## src/rtl/multicycle_seq_if.sv

```systemverilog
// multicycle_seq_if: control, imem and status bundle of the multi-cycle sequencer
interface multicycle_seq_if #(
  parameter int PC_W  = 32,
  parameter int CNT_W = 32
);
  logic             start;
  logic             halt_req;
  logic             imem_req;
  logic [PC_W-1:0]  imem_addr;
  logic             imem_ack;
  logic [31:0]      imem_rdata;
  logic [31:0]      ir;
  logic             alu_en;
  logic             rf_we;
  logic [PC_W-1:0]  pc;
  logic             busy;
  logic             halted;
  logic             illegal;
  logic             bus_err;
  logic [CNT_W-1:0] retire_cnt;
  logic [2:0]       state;
  modport master (
    input  start, halt_req, imem_ack, imem_rdata,
    output imem_req, imem_addr, ir, alu_en, rf_we, pc, busy, halted,
           illegal, bus_err, retire_cnt, state
  );
  modport slave (
    output start, halt_req, imem_ack, imem_rdata,
    input  imem_req, imem_addr, ir, alu_en, rf_we, pc, busy, halted,
           illegal, bus_err, retire_cnt, state
  );
endinterface

```

## src/rtl/multicycle_seq.sv

```systemverilog
// multicycle_seq: FETCH/DECODE/EXEC/WB sequencer with imem fetch timeout and sticky halt request
module multicycle_seq #(
  parameter int              PC_W          = 32,
  parameter logic [PC_W-1:0] RESET_PC      = '0,
  parameter int              FETCH_TIMEOUT = 16,
  parameter int              CNT_W         = 32
) (
  input logic              clk,
  input logic              rst,
  multicycle_seq_if.master bus
);
  typedef enum logic [2:0] {IDLE, FETCH, DECODE, EXEC, WB, HALT, ERROR} state_t;
  localparam int TW = $clog2(FETCH_TIMEOUT + 1);
  state_t           state_q, state_d;
  logic [PC_W-1:0]  pc_q;
  logic [31:0]      ir_q;
  logic [CNT_W-1:0] cnt_q;
  logic [TW-1:0]    tmo_q;
  logic             hp_q, req_q, alu_q, we_q, busy_q, halted_q, ill_q, berr_q;
  logic             ecall, legal, tmo_hit, fetched, restart;
  always_comb begin
    ecall   = ir_q == 32'h0000_0073;
    legal   = ir_q[6:0] inside {7'b0110011, 7'b0010011, 7'b0110111};
    tmo_hit = tmo_q == TW'(FETCH_TIMEOUT - 1);
    fetched = state_q == FETCH && bus.imem_ack;
    restart = state_q == ERROR && bus.start;
    state_d = state_q;
    case (state_q)
      IDLE, HALT, ERROR: state_d = bus.start ? FETCH : state_q;
      FETCH:             state_d = bus.imem_ack ? DECODE : tmo_hit ? ERROR : FETCH;
      DECODE:            state_d = ecall ? HALT : legal ? EXEC : ERROR;
      EXEC:              state_d = WB;
      WB:                state_d = (hp_q || bus.halt_req) ? HALT : FETCH;
      default:           state_d = IDLE;
    endcase
  end
  // Strobes and status flags are registered from the next state so every output is a flop.
  always_ff @(posedge clk or posedge rst)
    if (rst) begin
      state_q  <= IDLE;
      pc_q     <= RESET_PC;
      ir_q     <= '0;
      cnt_q    <= '0;
      tmo_q    <= '0;
      hp_q     <= 1'b0;
      req_q    <= 1'b0;
      alu_q    <= 1'b0;
      we_q     <= 1'b0;
      busy_q   <= 1'b0;
      halted_q <= 1'b0;
      ill_q    <= 1'b0;
      berr_q   <= 1'b0;
    end else begin
      state_q  <= state_d;
      req_q    <= state_d == FETCH;
      alu_q    <= state_d == EXEC;
      we_q     <= state_d == WB;
      busy_q   <= state_d inside {FETCH, DECODE, EXEC, WB};
      halted_q <= state_d == HALT;
      tmo_q    <= (state_q == FETCH && !bus.imem_ack) ? tmo_q + 1'b1 : '0;
      hp_q     <= state_d == HALT ? 1'b0 : hp_q | (busy_q & bus.halt_req);
      if (fetched) ir_q <= bus.imem_rdata;
      pc_q     <= restart ? RESET_PC : state_q == WB ? pc_q + PC_W'(4) : pc_q;
      cnt_q    <= restart ? '0 : state_q == WB ? cnt_q + 1'b1 : cnt_q;
      ill_q    <= restart ? 1'b0 : (state_q == DECODE && state_d == ERROR) | ill_q;
      berr_q   <= restart ? 1'b0 : (state_q == FETCH && state_d == ERROR) | berr_q;
    end
  assign bus.imem_req   = req_q;
  assign bus.imem_addr  = pc_q;
  assign bus.ir         = ir_q;
  assign bus.alu_en     = alu_q;
  assign bus.rf_we      = we_q;
  assign bus.pc         = pc_q;
  assign bus.busy       = busy_q;
  assign bus.halted     = halted_q;
  assign bus.illegal    = ill_q;
  assign bus.bus_err    = berr_q;
  assign bus.retire_cnt = cnt_q;
  assign bus.state      = state_q;
endmodule

```

## src/flat_wrapper.sv

```systemverilog
// flat-port wrapper written by rule: the top's interface ports become plain ports
module multicycle_seq_flat 
#(
  parameter int              PC_W          = 32,
  parameter logic [PC_W-1:0] RESET_PC      = '0,
  parameter int              FETCH_TIMEOUT = 16,
  parameter int              CNT_W         = 32
)
  (clk, rst, bus_start, bus_halt_req, bus_imem_ack, bus_imem_rdata, bus_imem_req, bus_imem_addr, bus_ir, bus_alu_en, bus_rf_we, bus_pc, bus_busy, bus_halted, bus_illegal, bus_bus_err, bus_retire_cnt, bus_state);
  multicycle_seq_if #(.PC_W(PC_W), .CNT_W(CNT_W)) bus_i ();
  input logic clk;
  input logic rst;
  input wire logic [$bits(bus_i.start)-1:0] bus_start;
  input wire logic [$bits(bus_i.halt_req)-1:0] bus_halt_req;
  input wire logic [$bits(bus_i.imem_ack)-1:0] bus_imem_ack;
  input wire logic [$bits(bus_i.imem_rdata)-1:0] bus_imem_rdata;
  output wire logic [$bits(bus_i.imem_req)-1:0] bus_imem_req;
  output wire logic [$bits(bus_i.imem_addr)-1:0] bus_imem_addr;
  output wire logic [$bits(bus_i.ir)-1:0] bus_ir;
  output wire logic [$bits(bus_i.alu_en)-1:0] bus_alu_en;
  output wire logic [$bits(bus_i.rf_we)-1:0] bus_rf_we;
  output wire logic [$bits(bus_i.pc)-1:0] bus_pc;
  output wire logic [$bits(bus_i.busy)-1:0] bus_busy;
  output wire logic [$bits(bus_i.halted)-1:0] bus_halted;
  output wire logic [$bits(bus_i.illegal)-1:0] bus_illegal;
  output wire logic [$bits(bus_i.bus_err)-1:0] bus_bus_err;
  output wire logic [$bits(bus_i.retire_cnt)-1:0] bus_retire_cnt;
  output wire logic [$bits(bus_i.state)-1:0] bus_state;
  assign bus_i.start = bus_start;
  assign bus_i.halt_req = bus_halt_req;
  assign bus_i.imem_ack = bus_imem_ack;
  assign bus_i.imem_rdata = bus_imem_rdata;
  assign bus_imem_req = bus_i.imem_req;
  assign bus_imem_addr = bus_i.imem_addr;
  assign bus_ir = bus_i.ir;
  assign bus_alu_en = bus_i.alu_en;
  assign bus_rf_we = bus_i.rf_we;
  assign bus_pc = bus_i.pc;
  assign bus_busy = bus_i.busy;
  assign bus_halted = bus_i.halted;
  assign bus_illegal = bus_i.illegal;
  assign bus_bus_err = bus_i.bus_err;
  assign bus_retire_cnt = bus_i.retire_cnt;
  assign bus_state = bus_i.state;
  multicycle_seq #(.PC_W(PC_W), .RESET_PC(RESET_PC), .FETCH_TIMEOUT(FETCH_TIMEOUT), .CNT_W(CNT_W)) u_core (.clk(clk), .rst(rst), .bus(bus_i));
endmodule
```

## config.mk

```make
export PLATFORM = sky130hd
export DESIGN_NAME = multicycle_seq_flat
export DESIGN_NICKNAME = d
export VERILOG_FILES = /design/src/rtl/multicycle_seq_if.sv /design/src/rtl/multicycle_seq.sv /design/src/flat_wrapper.sv
export SDC_FILE = /design/constraint.sdc
export NUM_CORES = 1
export LEC_CHECK = 0
export BUFFER_PORTS_ARGS = -buffer_cell sky130_fd_sc_hd__clkbuf_2
export CORE_AREA = 2 2 151 153
export CTS_BUF_LIST = sky130_fd_sc_hd__clkbuf_4 sky130_fd_sc_hd__clkbuf_8
export CTS_CLUSTER_SIZE = 10
export DETAILED_ROUTE_END_ITERATION = 6
export DIE_AREA = 0 0 153 155
export SYNTH_ARGS = -nofsm -noshare
export SYNTH_HDL_FRONTEND = slang
export SYNTH_SLANG_ARGS = --single-unit
```

## constraint.sdc

```tcl
create_clock -name clk -period 3.2 [get_ports clk]
set_clock_uncertainty 0.2 [all_clocks]
set_input_delay 0 -clock clk [delete_from_list [all_inputs] [get_ports clk]]
set_output_delay 0 -clock clk [all_outputs]
set_load 0.02 [all_outputs]
```

Word-level counts from Yosys, hierarchy flattened
Index checks and enable logic that the tools add are counted.
{ "totals": {"register_bits": 112, "elab_cells": 64} }
{ "op_classes": {"n_addsub": 3, "eq_ne": 17, "mux": 15, "bitwise_logic": 4, "reduce_logical": 12} }
{ "op_table": {"columns": ["op", "n"], "rows": [
  ["$mux 32", 4],
  ["$add 32x1->32 const B", 1],
  ["$add 32x3->32 const B", 1],
  ["$eq 32x7->1 const B", 1],
  ["$eq 3x3->1 const B", 6],
  ["$mux 3", 6],
  ["$pmux 3 s5", 1],
  ["$eq 7x6->1 const B", 2],
  ["$eq 3x2->1 const B", 4],
  ["$eq 7x5->1 const B", 1],
  ["$eq 3x1->1 const B", 2],
  ["$add 5x1->5 const B", 1],
  ["$eq 5x4->1 const B", 1],
  ["$logic_and 1x1->1", 5],
  ["$mux 5", 1],
  ["$reduce_bool 4->1", 1],
  ["$logic_not 3->1", 1],
  ["$mux 1", 3],
  ["$or 1x1->1", 3],
  ["$reduce_bool 3->1", 1],
  ["$reduce_or 3->1", 1],
  ["$reduce_bool 2->1", 1],
  ["$and 1x1->1", 1],
  ["$logic_not 1->1", 1],
  ["$logic_or 1x1->1", 1]
]} }

Depth between registers and ports, before layout
{ "depth": {"depth_word": 9, "mapped_depth": 8, "depth_no_buf": 8} }

Least setup slack after synthesis
No wires, ideal clock.
{ "synth_path": {"path_type": "reg-to-reg", "from": "register u_core.state_q[2], in the netlist u_core.bus.state[2]", "to": "register u_core.pc_q[25], in the netlist u_core.bus.imem_addr[25]", "t_arrival_ns": 1.949, "required_ns": 2.934, "slack_ns": 0.985, "path_stages_with_launch": 7, "n_path_buf": 1, "synth_period_minus_slack_ns": 2.215, "cell_sequence": "dfrtp_1 -> or3b_1 -> buf_4 -> nor2_1 -> nand3_1 -> or4_1 -> nand2_1"} }
{ "synth_via": {"elab_chain_cells": 3, "word_cells_on_any_way": 5, "classes_between": "eq/ne: 2; mux: 1; reduce/logical: 2"} }
{ "synth_lines": {"columns": ["element", "line_no", "text"], "rows": [
  ["from (decl)", "multicycle_seq.sv:14", "state_t state_q, state_d;"],
  ["from (signal assigned)", "multicycle_seq.sv:54", "state_q <= state_d;"],
  ["$eq 3x3->1", "multicycle_seq.sv:26", "restart = state_q == ERROR && bus.start;"],
  ["$logic_and 1x1->1", "multicycle_seq.sv:26", null],
  ["$mux 32 / $reduce_bool 2->1 (equally long branches)", null, null],
  ["to (signal assigned)", "multicycle_seq.sv:63", "pc_q <= restart ? RESET_PC : state_q == WB ? pc_q + PC_W'(4) : pc_q;"],
  ["to (decl)", "multicycle_seq.sv:15", "logic [PC_W-1:0] pc_q;"]
]} }
Parallel ways exist; a longest one is shown, timed or not.
A chain may end at the register's enable or synchronous reset.

Worst setup path after layout
{ "layout_path": {"from": "register u_core.state_q[0], in the netlist u_core.bus.state[0]", "to": "register u_core.cnt_q[27], in the netlist u_core.bus.retire_cnt[27]"} }
{ "layout_via": {"elab_chain_cells": 3, "word_cells_on_any_way": 5, "classes_between": "eq/ne: 2; mux: 1; reduce/logical: 2"} }
{ "layout_lines": {"columns": ["element", "line_no", "text"], "rows": [
  ["$eq 3x3->1", "multicycle_seq.sv:26", null],
  ["$logic_and 1x1->1", "multicycle_seq.sv:26", null],
  ["$mux 32 / $reduce_bool 2->1 (equally long branches)", null, null],
  ["to (signal assigned)", "multicycle_seq.sv:64", "cnt_q <= restart ? '0 : state_q == WB ? cnt_q + 1'b1 : cnt_q;"],
  ["to (decl)", "multicycle_seq.sv:17", "logic [CNT_W-1:0] cnt_q;"]
]} }
Parallel ways exist; a longest one is shown, timed or not.

==> results.toml <==
[status]
outcome = "complete, but fails checks"
failed_checks = "hold timing"

[power]
swShare_pct = 44.77
p_int_mw = 3.380
comb_power_share_pct = 42.4
leakage_nw = 3.197
ir_worst_vdd_mv = 0.4869
power_frac_clock_pct = 16.0
switchingPower_mw = 2.740
powerDensity_nw_per_um2 = 875.2
p_seq_share_pct = 41.6

[timing]
finalSetupViolations = 0
grt_setup_unrepaired = "no"
finalSetupTns_ns = 0
period_share_pct = 80.89
max_slew_margin_pct = 58.95
timing.hold.ws_ns = -0.007418
drv_slew = 0
worst_pin_slew_ns = 0.6158
clock.fmax_mhz = 386.3
finalHoldViolations = 7
period_needed_ns = 2.589

[cells_and_area]
syn_to_final_growth_pct = 28.99
antennaDiodeCount = 0
layout_commonest_cell = "clkbuf_2"
nets = 744
stdcell_count = 993
final_cell_mix = "170 x clkbuf_2, 110 x dfrtp_1, 75 x nor2_1"
drive_gt1_share_pct = 33.90

[floorplanning]
initial_core_util_pct = 24.39
pin_count = 175
die_area_sq_um = 23720
die_w_um = 153
num_rows = 55
core_area_sq_um = 22230
die_height_um = 155

[cts]
cts_root_buffer = "clkbuf_8"
cts_sinks = 110
cts_tree = "built"
post_cts_resize_count = 0
cts_buffers = 9
clockBufferDepth = 2
htreeDepth = 3
clk_pin_slew_ns = 0.11
clock_latency_ns = 0.39

[setup_path]
path_buf_inv = 0
end_kind = "register"
crit_family = "simple AND/OR/NAND/NOR gates"
reg2reg_from = "u_core.bus.state[0]"
rr_endpoint = "u_core.bus.retire_cnt[27]"
arrival_ns = 2.71
crit_fanout = 14
ff2ff_path_depth = 5
path_cells = "or3b_1 > nor2_2 > nand3_1 > or4_1 > a21oi_1"
r2r_slack_ns = 0.61
max_stage_delay_ns = 0.70
crit_path_start_kind = "register"
crit_type = "register to register"
cpMaxStageDelayCell = "or3b_1"
cp.required_ns = 3.33

[grt]
grt-ovfl-total = 0
antenna_found_initial = 0
grt_pass1_vias = 4404
grt_usage_pct = 12.52
grt_max_degree = 72
grt_pass1_wl_um = 23810

[detailed_routing]
postRouteAntennaNets = 0
via_count = 4415
drtIter0Drc = 186
drt-wirelength-per-cell_um = 14.80
firstDrtPassIters = 4
drc = 0
wl_um = 14700
viasPerCell = 4.446

[synthesis]
synth-simple-area-share_pct = 22.09
synthAdderAreaFrac_pct = 0.9231
synth_edf_count = 0
syn_area_per_cell_sq_um = 10.35
ys_top_cells_by_area = "dfrtp_1 51%, mux2_2 6.6%, xor2_1 5.5%, nor2_1 5.3%, buf_4 4.8%"
synth_cells = 524
synth-xor-area-share_pct = 8.401
synth_top_area_share_pct = 50.77
synth_top_area_cell = "dfrtp_1"
ys_warn_count = 0
synth_top_flop_cell = "dfrtp_1"
yosysSeqAreaShare_pct = 50.77
ys_ff_latch = 110
synth_compound_area_share_pct = 3.946
synthArstFlopShare_pct = 100.0
synth_area_sq_um = 5421
ys_types = 49
synth_mux_area_share_pct = 7.016
synth_top_family_by_area = "simple AND/OR/NAND/NOR gates"

[run]
cap_violations = 0

[place]
placement.io_buffers = 170
dp_hpwl_um = 10440
dp_cells = 941
place_congestion = 0.7685

[hold_path]
worst_hold_path_type = "input pin to async pin"
## worst register-to-register path, delay by kind of cell (launching register included)
kind / cells / cell delay [ns]
AOI/OAI and AO/OA: 1 / 0.14
DFF: 1 / 0.52
and+or+nand+nor: 4 / 1.67
## how the worst max path moves through the flow
stage | from | end | slack, ns | cells past startpoint
finish | u_core.bus.state[0] | u_core.bus.retire_cnt[27] | 0.61 | 5
detailed placement | u_core.bus.state[0] | u_core.bus.retire_cnt[27] | 0.57 | 5
CTS | u_core.bus.state[0] | u_core.bus.retire_cnt[27] | 0.58 | 5
floorplan | rst | u_core.bus.alu_en | 0.1 | 1
global route | u_core.bus.state[0] | u_core.bus.retire_cnt[27] | 0.45 | 5
global placement | u_core.bus.state[0] | u_core.bus.retire_cnt[27] | 0.66 | 5
## registers in the layout (all words and copies together) (netlist names)
signal                 flops
u_core.tmo_q               5
u_core.bus.rf_we           1
u_core.bus.imem_req        1
u_core.bus.alu_en          1
u_core.bus.halted          1
u_core.bus.state           3
u_core.bus.illegal         1
u_core.bus.ir             32
u_core.hp_q                1
u_core.bus.busy            1
u_core.bus.retire_cnt     32
u_core.bus.imem_addr      30
u_core.bus.bus_err         1
## per-layer routing
metal / track usage (%) / part of all wire, % / up-vias / wire length [um]
li1: - / - / 2136 / -
met1: 15.62 / 45 / 2118 / 6558
met2: 20.69 / 47 / 145 / 6886
met3: 4.401 / 7.1 / 16 / 1045
met4: 3.351 / 1.4 / 0 / 206
met5: 0 / 0 / - / 0
## repair_timing
item                                   in CTS  in global routing
endpoints found under the hold margin     158                  0
hold buffers                               36                  0
buffers inserted                            0                  0
## final cells by class
type	instances	area, sq um
multi-input combinational	355	2322
timing repair buffer	213	1276
inverter	14	55.05
clock buffer	12	152.6
sequential	110	2753
clock inverter	4	77.57
tap	285	356.6
fill	2288	15230
## power by group through the flow
stage	registers, mW	logic (mW)	clock network (mW)
after global routing	2.66	2.81	1.06
after CTS	2.55	2.62	1.01
final	2.55	2.59	0.978
after detailed placement	2.57	2.57	0
after global placement	2.55	2.56	0
after floorplan	3.04	1.23	0
## cells in the mapped netlist (13+ instances only)
cell type	n
dfrtp_1	110
nor2_1	77
buf_4	35
xor2_1	34
mux2_2	32
nand2_1	30
nand4_1	27
nand3_1	26
xnor2_1	18
inv_1	14
a21oi_1	13
## cells by family after synthesis
| group | count (synthesis) |
|---|---|
| multiplexers | 34 |
| adder cells (fa/ha/maj) | 4 |
| XOR/XNOR | 52 |
| AND/OR/NAND/NOR | 226 |
| flip-flops | 110 |
| other | 1 |
| AO/OA/AOI/OAI | 35 |
| buffers and inverters | 62 |
## metrics by stage
stage               area (sq um)  setup WS (ns)  total power, mW  utilization [%]
global placement            6402         0.6582            5.113            28.80
floorplan                   5433        0.09770            4.271                -
detailed placement          6402         0.5742            5.141            28.80
CTS                         6993         0.5786            6.176            31.46
finish                      6993         0.6114            6.120            31.46
global route                6993         0.4487            6.529            31.46
No activity file was read; power rests on OpenSTA's default activity.
